[config.mk]
export PLATFORM = sky130hd
export DESIGN_NAME = seq_mult_pipe_hs
export DESIGN_NICKNAME = d
export VERILOG_FILES = /design/src/rtl/seq_mult_pipe_hs.sv
export SDC_FILE = /design/constraint.sdc
export NUM_CORES = 1
export LEC_CHECK = 0
export ABC_AREA = 1
export ABC_CLOCK_PERIOD_IN_PS = 6400
export BUFFER_PORTS_ARGS = -buffer_cell sky130_fd_sc_hd__buf_4
export CORE_MARGIN = 2
export CORE_UTILIZATION = 34
export DETAILED_ROUTE_END_ITERATION = 10
export PLACE_DENSITY_LB_ADDON = 0.1
export RECOVER_POWER = 50
export SLEW_MARGIN = 0
export SYNTH_ARGS = -nofsm -noshare
export SYNTH_HDL_FRONTEND = slang
export SYNTH_SLANG_ARGS = --single-unit
[constraint.sdc]
create_clock -name clk -period 6.4 [get_ports clk]
set_clock_uncertainty 0.15 [all_clocks]
set_input_delay 0 -clock clk [delete_from_list [all_inputs] [get_ports clk]]
set_output_delay 0 -clock clk [all_outputs]
set_load 0.005 [all_outputs]
[src/rtl/seq_mult_pipe_hs.sv]
// seq_mult_pipe_hs: radix-2 shift-add multiplier, WIDTH x WIDTH -> 2*WIDTH,
// one multiplier bit per cycle, signed or unsigned per operation.
// Ports:
//   clk, rst_n             clock, synchronous active-low reset
//   in_valid / in_ready    operand handshake (in_a, in_b, in_signed)
//   abort                  cancel the operation in BUSY or DONE
//   out_valid / out_ready  result handshake (out_product)
//   busy                   high while iterating
module seq_mult_pipe_hs #(
  parameter int unsigned WIDTH = 32
) (
  input  logic               clk,
  input  logic               rst_n,
  input  logic               in_valid,
  output logic               in_ready,
  input  logic [WIDTH-1:0]   in_a,
  input  logic [WIDTH-1:0]   in_b,
  input  logic               in_signed,
  input  logic               abort,
  output logic               out_valid,
  input  logic               out_ready,
  output logic [2*WIDTH-1:0] out_product,
  output logic               busy
);

  localparam int unsigned PW = 2 * WIDTH;
  localparam int unsigned CW = $clog2(WIDTH) + 1;

  typedef enum logic [1:0] {
    S_IDLE = 2'd0,
    S_BUSY = 2'd1,
    S_DONE = 2'd2
  } state_t;

  state_t          state;
  state_t          state_nxt;
  logic            in_ready_nxt;
  logic            busy_nxt;
  logic            out_valid_nxt;

  logic [PW-1:0]   a_q;
  logic [PW-1:0]   acc_q;
  logic [WIDTH-1:0] b_q;
  logic [CW-1:0]   cnt_q;
  logic            sgn_q;

  logic            accept;
  logic            last_iter;
  logic [PW-1:0]   addend;
  logic [PW-1:0]   acc_step;

  // State register; handshake/status outputs are registered alongside it.
  always_ff @(posedge clk) begin
    if (!rst_n) begin
      state     <= S_IDLE;
      in_ready  <= 1'b1;
      busy      <= 1'b0;
      out_valid <= 1'b0;
    end else begin
      state     <= state_nxt;
      in_ready  <= in_ready_nxt;
      busy      <= busy_nxt;
      out_valid <= out_valid_nxt;
    end
  end

  // Next-state logic; abort outranks the result handshake.
  always_comb begin
    state_nxt = state;
    case (state)
      S_IDLE: if (in_valid) state_nxt = S_BUSY;
      S_BUSY: begin
        if (abort)                   state_nxt = S_IDLE;
        else if (cnt_q == CW'(1))    state_nxt = S_DONE;
      end
      S_DONE: begin
        if (abort)                   state_nxt = S_IDLE;
        else if (out_ready)          state_nxt = S_IDLE;
      end
      default:                       state_nxt = S_IDLE;
    endcase
  end

  // Output decode of the upcoming state, so the flops show it next cycle.
  always_comb begin
    in_ready_nxt  = 1'b0;
    busy_nxt      = 1'b0;
    out_valid_nxt = 1'b0;
    case (state_nxt)
      S_IDLE:  in_ready_nxt  = 1'b1;
      S_BUSY:  busy_nxt      = 1'b1;
      S_DONE:  out_valid_nxt = 1'b1;
      default: in_ready_nxt  = 1'b1;
    endcase
  end

  // One iteration: the multiplier MSB carries weight -2^(WIDTH-1) in signed mode.
  always_comb begin
    accept    = (state == S_IDLE) && in_valid;
    last_iter = (cnt_q == CW'(1));
    addend    = b_q[0] ? a_q : '0;
    acc_step  = (sgn_q && last_iter) ? (acc_q - addend) : (acc_q + addend);
  end

  // Datapath registers.
  always_ff @(posedge clk) begin
    if (!rst_n) begin
      a_q         <= '0;
      b_q         <= '0;
      acc_q       <= '0;
      cnt_q       <= '0;
      sgn_q       <= 1'b0;
      out_product <= '0;
    end else if (accept) begin
      a_q   <= {{WIDTH{in_a[WIDTH-1] & in_signed}}, in_a};
      b_q   <= in_b;
      acc_q <= '0;
      cnt_q <= CW'(WIDTH);
      sgn_q <= in_signed;
    end else if ((state == S_BUSY) && !abort) begin
      acc_q <= acc_step;
      a_q   <= a_q << 1;
      b_q   <= b_q >> 1;
      cnt_q <= cnt_q - CW'(1);
      if (last_iter) out_product <= acc_step;
    end
  end

endmodule
==> results by group <==
Critical path
  – Reg2reg path depth: 11
  – Reg2reg start: state[0]
  – R2r setup slk: between 1000 and 1500 ps
  – Kind of end point of the critical path: flop
  – WS Path Type: flop to flop
  – Reg2Reg Capture Point: a_q[7]
  – Startpoint class of the critical path: flop
  – CP startpoint: state[0]
  – Crit path to: a_q[7]
  – Req. time, crit path: approximately 7000 ps
  – Arrival @ worst endpoint: roughly 5600 ps
  – Crit-path max FO: 151

Synthesis
  – Yosys warns: 0
  – Synth Flop Type: dfxtp_1
  – Area leader, netlist: dfxtp_1
  – Area fraction of the dominant cell type after synthesis: between 20% and 30%
  – Post-synth EDFFs: 0
  – Syn avg cell area: between 5 and 6 sq um
  – Seq/Total Area, Yosys: ~27%
  – Largest cells by area after synthesis: dfxtp_1 27%, nand2_1 20%, inv_1 11%
  – Yosys reg bits: 236
  – Syn_nets: about 3,100
  – Post-synthesis cell count: just under 3,000
  – Async set-reset flop share out of synthesis: 0%
  – Netlist cell types: 45
  – Post-Syn Area: 17,200 sq um

Timing
  – Final Cycle Share: around 82%
  – Slew Limit Fails: between 100 and 150
  – Worst Tran Pin Value: around 2900 ps
  – Worst Slack Setup Final: ~1200 ps
  – Crit path time final: around 5200 ps
  – Fin. Hold Viols: 0
  – Rel. slew slack: -91.1%
  – RSZ-0062 raised after global routing: no
  – Highest clock rate: between 150 and 200 MHz
  – Final setup fails: 0
  – Fin Setup TNS: 0 ps

Clock tree
  – Worst-Skew Late Latency: between 600 and 700 ps
  – Worst-path clk slew: ~60 ps
  – CTS Sinks: between 200 and 250
  – Setup Fix Bufs, Post-CTS: 0
  – TritonCTS clock tree: done
  – # H-tree levels: 1
  – Root buffer cell: clkbuf_16
  – Hold_buf cts: between 100 and 150
  – Post-CTS Resized: 0
  – CTS Buf Count: 30
  – Maximum buffer depth of the clock tree: 3

Routing
  – Antenna viol nets, final: 0
  – DR WL/cell: approximately 17 microns
  – Initial detailed-routing violation count: approximately 1,300
  – Residual DRC: 0
  – Routed wire length: 66.7 mm
  – Vias/cell: between 4 and 5
  – DR vias: roughly 19,000
  – DR pass1 iterations: 8

GRT
  – Global-route wire length before repair: between 100 and 150 mm
  – Global Route Usage Sum: 25.2%
  – Vias in the first global route: roughly 18,000
  – Overflow after GRT: 0
  – Pin count of the biggest net entering global routing: 152
  – Number of antenna violations at the first check in global routing: 0

Finish
  – Final Util: between 40% and 50%
  – # diodes: 0
  – Layout cell share with drive strength beyond 1: under 10%
  – Cell area after layout: between 20,000 and 25,000 sq um
  – Layout area overhead: 22.4%
  – Most frequent cells in the layout: 938 x nand2_1, 488 x inv_1, 315 x nor2_1
  – Leading cell type in the layout, fill and taps excluded: nand2_1
  – Nets: around 3,300

Pwr
  – LEAKAGE: 11.3 nW
  – PwrDens: 253 nW/um^2
  – VDD IR-drop max: around 0.00024 V

Die
  – Site Rows: 82
  – Width of the die: 229 microns
  – # IOs: about 140
  – Effective utilization at floorplan: between 30% and 40%
  – Total die area: ~52,000 sq um
  – CORE AREA: between 50,000 and 60,000 sq um
  – Die H: 229 microns

Placement
  – Cell Area, Placed: 18,800 sq um
  – Worst slack at placement: roughly 1600 ps
  – Number of port buffers: between 100 and 150
  – HPWL after detailed placement: 52.4 mm
  – Placer Congestion: between 0.9 and 1

Min path
  – Cell count of the worst hold path: 4
  – Worst Hold Launch: in_a[14]
  – HP Class: input port to flop

Run
  – Max_cap viols: 3

Outcome
  – Run status: finished, violations left
  – Failing checks: capacitance limit, slew limit
-- worst min-delay path by stage --
stage              end  slack [ps]
3_5_place_dp   a_q[14]         100
6_report       a_q[14]          50
2_1_floorplan   a_q[0]          -1
5_1_grt         a_q[0]          80
4_1_cts        a_q[14]          40
3_3_place_gp   a_q[14]         100
-- state kept, by name, summed over array words and instances, names as in the netlist --
register,count
cnt_q,6
out_product,64
b_q,32
a_q,64
out_valid,1
busy,1
acc_q,64
in_ready,1
state,2
sgn_q,1
-- logic make-up (layout without fill, tap and decap cells) --
family                   Yosys count  count (layout)  share of synthesized area (%)
adder cells (fa/ha/maj)           69              69                           5.06
buffers and inverters            597             838                           13.3
flip-flops                       236             236                           27.4
AND/OR/NAND/NOR                 1504            1504                           35.6
XOR/XNOR                          80              80                           4.07
AO/OA/AOI/OAI                    431             431                           14.4
-- Yosys cell counts, types with 3 or more instances --
cell	number
nand3_1	165
xor2_1	58
a21oi_1	116
nor2_2	8
nor3_2	4
inv_1	488
and3_1	4
o21ai_1	10
nand2_1	938
nor2_1	314
buf_6	4
o211ai_1	16
nand4_1	20
inv_2	8
buf_2	19
a21oi_2	3
clkbuf_1	70
o21bai_1	28
nand2_2	10
nor3_1	18
ha_1	68
a221oi_1	16
o21a_1	32
buf_1	5
o21ai_0	161
nor2_4	4
a31oi_1	46
xnor2_1	22
nor4_1	5
dfxtp_1	236
clkinv_1	3
-- per-layer routing --
| metal | routed length [microns] | GRT usage [%] | vias up | part of all wire, % |
|---|---|---|---|---|
| met3 | 3080 | 2.61 | 73 | 4.6 |
| met1 | 32700 | 36.0 | 8517 | 49 |
| met5 | 0 | 0 | - | 0 |
| met4 | 1710 | 5.88 | 0 | 2.6 |
| met2 | 29200 | 40.5 | 430 | 44 |
| li1 | - | - | 9547 | - |
-- power by group --
part | leakage [nW] | switching (W) | internal (W) | total, W
Sequential | 1.92 | 0.0000534 | 0.00154 | 0.00159
Combinational | 8.90 | 0.00139 | 0.000615 | 0.00201
Clock | 0.499 | 0.000730 | 0.00101 | 0.00174
-- stage by stage --
stage | hold WS, ps | instances | power (W)
6_report | 52.4 | 3830 | 0.00534
5_1_grt | 84.9 | 3830 | 0.00568
4_1_cts | 39.3 | 3830 | 0.00537
3_5_place_dp | 103 | 3643 | 0.00354
3_3_place_gp | 98.1 | 3643 | 0.00355
2_1_floorplan | -0.973 | 2917 | 0.00288
-- worst max-delay path, cell delays in order, from the launching register on --
cell and delay, ps:
dfxtp_1 310, inv_1 80, nor3_2 60, buf_12 240, inv_1 110, clkbuf_1 2010, nand2_1 100, buf_4 360
inv_2 790, nand2_1 130, a31oi_1 190, dlygate4sd3_1 580
-- final cells by class --
class                           count  area, sq um
Timing Repair Buffer              284         2410
Clock buffer                       38          831
Sequential cell                   236         4730
Tap cell                          672          841
Fill cell                        5598        29000
Inverter                          499         1880
Multi-Input combinational cell   2084        10200
Clock inverter                     17          188
Power figures use the tool's default switching activity.
